`config.mk`:
```
export PLATFORM = sky130hd
export DESIGN_NAME = decoder_strobe
export DESIGN_NICKNAME = d
export VERILOG_FILES = /design/src/rtl/decoder_strobe_pkg.sv /design/src/rtl/decoder_strobe_dec_onehot.sv /design/src/rtl/decoder_strobe.sv
export SDC_FILE = /design/constraint.sdc
export NUM_CORES = 1
export LEC_CHECK = 0
export ABC_AREA = 0
export BUFFER_PORTS_ARGS = -buffer_cell sky130_fd_sc_hd__buf_2
export CAP_MARGIN = 40
export CORE_MARGIN = 10
export CORE_UTILIZATION = 50
export DETAILED_ROUTE_END_ITERATION = 6
export GPL_TIMING_DRIVEN = 0
export PLACE_DENSITY = 0.75
export REMOVE_ABC_BUFFERS = 1
export SYNTH_ARGS = -nofsm -noshare
export SYNTH_HDL_FRONTEND = slang
export SYNTH_SLANG_ARGS = --single-unit
```
`constraint.sdc`:
```
create_clock -name clk -period 1.55 [get_ports clk]
set_input_delay 0.31 -clock clk [delete_from_list [all_inputs] [get_ports clk]]
set_output_delay 0.31 -clock clk [all_outputs]
set_load 0.1 [all_outputs]
```
`src/rtl/decoder_strobe_pkg.sv`:
```
// Shared definitions for the one-hot strobe decoder: FSM encoding,
// default parameter values and a width helper for the pulse counter.
package decoder_pkg;

   typedef enum logic [1:0] {
      IDLE  = 2'd0,
      DRIVE = 2'd1,
      GAP   = 2'd2
   } state_e;

   localparam int DEF_SEL_W     = 3;
   localparam int DEF_OUT_W     = 8;
   localparam int DEF_PULSE_LEN = 4;

   // Smallest r with 2**r >= value; used to size the pulse counter.
   function automatic int clog2(input int value);
      int r;
      r = 0;
      while ((1 << r) < value) r = r + 1;
      return r;
   endfunction

endpackage

```
`src/rtl/decoder_strobe_dec_onehot.sv`:
```
// Combinational binary-to-one-hot converter. Codes that do not map onto
// one of the OUT_W lines give an all-zero vector and a low vld flag.
module dec_onehot
   import decoder_pkg::*;
#(
   parameter int SEL_W = DEF_SEL_W,
   parameter int OUT_W = DEF_OUT_W
) (
   input  logic [SEL_W-1:0] code,
   output logic [OUT_W-1:0] onehot,
   output logic             vld
);

   // Compare the code against every line index; at most one can match.
   always_comb begin
      onehot = '0;
      vld    = 1'b0;
      for (int i = 0; i < OUT_W; i++) begin
         if (code == SEL_W'(i)) begin
            onehot[i] = 1'b1;
            vld       = 1'b1;
         end
      end
   end

endmodule

```
`src/rtl/decoder_strobe.sv`:
```
// Strobe decoder: accepts a select code over valid/ready, holds the matching
// one-hot line for PULSE_LEN cycles, then emits one all-zero GAP cycle with
// a done pulse. Out-of-range codes skip the strobe and flag err in the GAP.
module decoder_strobe
   import decoder_pkg::*;
#(
   parameter int SEL_W     = DEF_SEL_W,
   parameter int OUT_W     = DEF_OUT_W,
   parameter int PULSE_LEN = DEF_PULSE_LEN
) (
   input  logic             clk,
   input  logic             rst_n,
   input  logic             in_valid,
   output logic             in_ready,
   input  logic [SEL_W-1:0] in_code,
   output logic [OUT_W-1:0] out_onehot,
   output logic             out_active,
   output logic             done,
   output logic             err
);

   localparam int CNT_W = clog2(PULSE_LEN + 1);

   state_e             state_q, state_d;
   logic [CNT_W-1:0]   cnt_q, cnt_d;
   logic [OUT_W-1:0]   out_onehot_q, out_onehot_d;
   logic               out_active_q, out_active_d;
   logic               done_q, done_d;
   logic               err_q, err_d;

   logic [OUT_W-1:0]   dec_onehot_w;
   logic               dec_vld_w;

   dec_onehot #(
      .SEL_W (SEL_W),
      .OUT_W (OUT_W)
   ) u_dec (
      .code   (in_code),
      .onehot (dec_onehot_w),
      .vld    (dec_vld_w)
   );

   // Ready is decoded from state only, so it never depends on in_valid.
   assign in_ready   = (state_q == IDLE);
   assign out_onehot = out_onehot_q;
   assign out_active = out_active_q;
   assign done       = done_q;
   assign err        = err_q;

   // Next-state and next-output logic; outputs are computed for the state
   // being entered so every output leaves the block straight from a flop.
   always_comb begin
      state_d      = state_q;
      cnt_d        = cnt_q;
      out_onehot_d = out_onehot_q;
      out_active_d = 1'b0;
      done_d       = 1'b0;
      err_d        = 1'b0;
      case (state_q)
         IDLE: begin
            if (in_valid && in_ready) begin
               if (dec_vld_w) begin
                  state_d      = DRIVE;
                  cnt_d        = CNT_W'(PULSE_LEN - 1);
                  out_onehot_d = dec_onehot_w;
                  out_active_d = 1'b1;
               end else begin
                  state_d      = GAP;
                  out_onehot_d = '0;
                  done_d       = 1'b1;
                  err_d        = 1'b1;
               end
            end
         end
         DRIVE: begin
            if (cnt_q == '0) begin
               state_d      = GAP;
               out_onehot_d = '0;
               done_d       = 1'b1;
            end else begin
               cnt_d        = cnt_q - CNT_W'(1);
               out_active_d = 1'b1;
            end
         end
         GAP: begin
            state_d = IDLE;
         end
         default: begin
            state_d      = IDLE;
            out_onehot_d = '0;
         end
      endcase
   end

   // State, counter and registered outputs; reset clears a strobe at once.
   always_ff @(posedge clk or negedge rst_n) begin
      if (!rst_n) begin
         state_q      <= IDLE;
         cnt_q        <= '0;
         out_onehot_q <= '0;
         out_active_q <= 1'b0;
         done_q       <= 1'b0;
         err_q        <= 1'b0;
      end else begin
         state_q      <= state_d;
         cnt_q        <= cnt_d;
         out_onehot_q <= out_onehot_d;
         out_active_q <= out_active_d;
         done_q       <= done_d;
         err_q        <= err_d;
      end
   end

endmodule
```
==> results.py <==
metrics = {
    "power_and_ir_drop": {
        "p_leak_nw": 0.470,
        "peakVddDrop_mv": 1.85,
        "power_density_nw_per_um2": 2230,
        "p_total_w": 0.00203,
    },
    "layout": {
        "drive_above_1_share_pct": 38.8,
        "n_antenna_cell": 0,
        "fin_nets": 95,
        "mostFrequentLayoutCell": "buf_2",
        "final-seq-area_um2": 403,
        "final_cells": 100,
        "final_cell_mix": "buf_2, dfrtp_1, buf_4, nand2_1",
        "syn2layout_area_growth_pct": 23.0,
        "fill_cells": 101,
        "multi_input_area_um2": 312,
    },
    "die": {
        "fp.coreArea_um2": 1350,
        "pin_count": 18,
        "initial_core_util_pct": 54.8,
        "die_width_um": 58.5,
        "dieArea_um2": 3420,
        "rows": 13,
        "fp.dieH_um": 58.5,
    },
    "yosys": {
        "ys_warn_count": 0,
        "ys_seq_area_share_pct": 54.1,
        "ys_ff_latch": 16,
        "yosys.cell_types.count": 23,
        "syn_inst": 61,
        "syn-cell-area_um2": 739,
        "syn_area_per_cell_um2": 12.1,
    },
    "sta": {
        "maxSlewViolCount": 0,
        "fin_skew_ns": 0.00823,
        "grt_setup_unrepaired": "no",
        "setup_violations": 0,
        "fin_crit_sh_pct": 94.2,
        "finalHoldViolations": 0,
        "fin_crit_ns": 1.46,
        "timing.fmax_mhz": 685,
    },
    "clocking": {
        "cts-root-buf": "clkbuf_4",
        "clock_path_buffers": 2,
        "clock-sinks": 16,
        "cts_tree": "done",
        "htreeDepth": 1,
        "cts.clk_slew.worst_paths_ns": 0.07,
        "numCtsBuffers": 3,
        "insertion_delay_ns": 0.28,
    },
    "global_routing": {
        "grt_pass1_vias": 485,
        "grt_usage_pct": 8.21,
        "gr-total-overflow": 0,
        "grt_pass1_wl_um": 2150,
        "grt_start_max_net_pins": 17,
        "antenna_found_initial": 0,
    },
    "route": {
        "drc": 0,
        "vias": 530,
        "dr.pass1.iters": 4,
        "vias_per_cell": 5.30,
        "wire_per_inst_um": 14.5,
        "dr.first_iter.drc_count": 7,
        "ant_nets": 0,
        "drt-total-wl_um": 1450,
    },
    "worst_setup_path": {
        "reg2reg_to": "cnt_q[1]$_DFFE_PN0P_",
        "crit_type": "flip-flop to output port",
        "cp_max_fo": 10,
        "worstPathCellList": "nor2_1 -> buf_6",
        "cp_slowest_cell": "dfrtp_2",
        "reg2regPathDepth": 6,
        "startpoint_type": "flip-flop",
        "r2r_slack_ns": 0.11,
        "worstReg2RegStart": "cnt_q[0]$_DFFE_PN0P_",
        "cp.required_ns": 1.24,
        "end_kind": "output port",
        "crit_arrival_ns": 1.15,
        "worst_path_largest_cell_delay_ns": 0.48,
    },
    "placement": {
        "place_congestion": 0.743,
        "dp.cells": 90,
        "port_buffers": 17,
        "hpwlAfterDp_um": 1040,
    },
    "min_path": {
        "min_to": "out_onehot[7]$_DFFE_PN0P_",
        "holdPathStages": 3,
        "worstHoldStart": "in_code[1]",
        "worstHoldPathType": "input pin to flip-flop",
    },
    "status": {
        "status": "finished clean",
    },
    "run": {
        "cap_violations": 0,
    },
}
## worst max path at each step
| stage | from | end |
|---|---|---|
| global placement | cnt_q[0]$_DFFE_PN0P_ | out_onehot[2]$_DFFE_PN0P_ |
| global route | state_q[1]$_DFFE_PN0P_ | in_ready |
| CTS | state_q[1]$_DFFE_PN0P_ | in_ready |
| detailed placement | cnt_q[0]$_DFFE_PN0P_ | out_onehot[2]$_DFFE_PN0P_ |
| floorplan | state_q[0]$_DFFE_PN0P_ | in_ready |
| finish | state_q[1]$_DFFE_PN0P_ | in_ready |
## layout make-up
type | instances | area share, %
tap | 15 | 2.06
sequential | 16 | 44.3
multi-input combinational | 40 | 34.3
clock buffer | 3 | 2.48
inverter | 2 | 0.825
timing repair buffer | 24 | 16.1
## registers in the layout (all words and copies together) (netlist names)
| register | flops |
|---|---|
| done | 1 |
| err | 1 |
| state_q | 2 |
| cnt_q | 3 |
| out_onehot | 8 |
| out_active | 1 |
## power by group
group | switching, W | internal (W) | leakage [nW] | total, W
combinational | 0.000841 | 0.000357 | 0.253 | 0.00120
sequential | 0.0000972 | 0.000537 | 0.203 | 0.000634
clock | 0.000111 | 0.0000899 | 0.0138 | 0.000201
total | 0.00105 | 0.000984 | 0.470 | 0.00203
## metrics by stage
stage                     setup TNS [ns]  hold WS (ns)  instance area [µm²]  utilization, %  setup slack (ns)
after floorplan                   -0.586        0.0144                  712               -            -0.548
after global placement             -1.47         0.236                  816            60.4            -0.189
after detailed placement           -1.97         0.235                  816            60.4            -0.260
after CTS                              0         0.306                  863            63.9            0.0447
after global routing                   0         0.298                  910            67.4          0.000711
final                                  0         0.310                  910            67.4            0.0894
## kinds of logic after synthesis
kind of cell | Yosys count | synth area share [%]
buffers and inverters | 5 | 4.74
AND/OR/NAND/NOR | 20 | 16.4
AO/OA/AOI/OAI | 15 | 18.1
multiplexers | 2 | 2.71
flip-flops | 16 | 54.1
other | 1 | 0.507
adder cells (fa/ha/maj) | 2 | 3.38
## cells in the mapped netlist
| cell type | n | area share [%] |
|---|---|---|
| a32o_2 | 1 | 1.5 |
| o21bai_1 | 1 | 1.0 |
| dfrtp_1 | 16 | 54 |
| nand2_1 | 5 | 2.5 |
| conb_1 | 1 | 0.51 |
| and2b_4 | 1 | 1.4 |
| o21ai_0 | 1 | 0.68 |
| a22oi_1 | 2 | 2.0 |
| nor3b_4 | 1 | 2.5 |
| buf_6 | 2 | 3.0 |
| o22ai_4 | 1 | 2.7 |
| a22o_1 | 3 | 3.6 |
| ha_1 | 2 | 3.4 |
| a32o_1 | 3 | 4.1 |
| nor4b_1 | 1 | 1.2 |
| inv_1 | 2 | 1.0 |
| buf_2 | 1 | 0.68 |
| nand2b_1 | 3 | 2.5 |
| mux2i_1 | 2 | 2.7 |
| nor2_1 | 4 | 2.0 |
| a21oi_1 | 2 | 1.4 |
| o2bb2ai_1 | 1 | 1.2 |
| nor2b_1 | 5 | 4.2 |
## critical path, delay by kind of cell, from the launching register on
family | cells | cell delay, ns
buffers and inverters | 1 | 0.24
DFF | 1 | 0.48
and+or+nand+nor | 1 | 0.16
## per-layer routing
metal  track usage (%)  up-vias  routed length [µm]
met4              3.02        0                  28
met3              6.22        4                 129
li1                  -      266                   -
met5                 0        -                   0
met1              7.72      246                 588
met2              13.4       14                 700
## repair_timing
| item | in CTS | in global routing |
|---|---|---|
| hold buffers | 1 | 0 |
| hold endpoints to repair | 16 | 0 |
| setup endpoints to repair | 13 | 3 |
| gates resized for setup | 5 | 1 |
| buffers inserted | 0 | 6 |
Note: power is estimated with default switching activity, not from simulation.
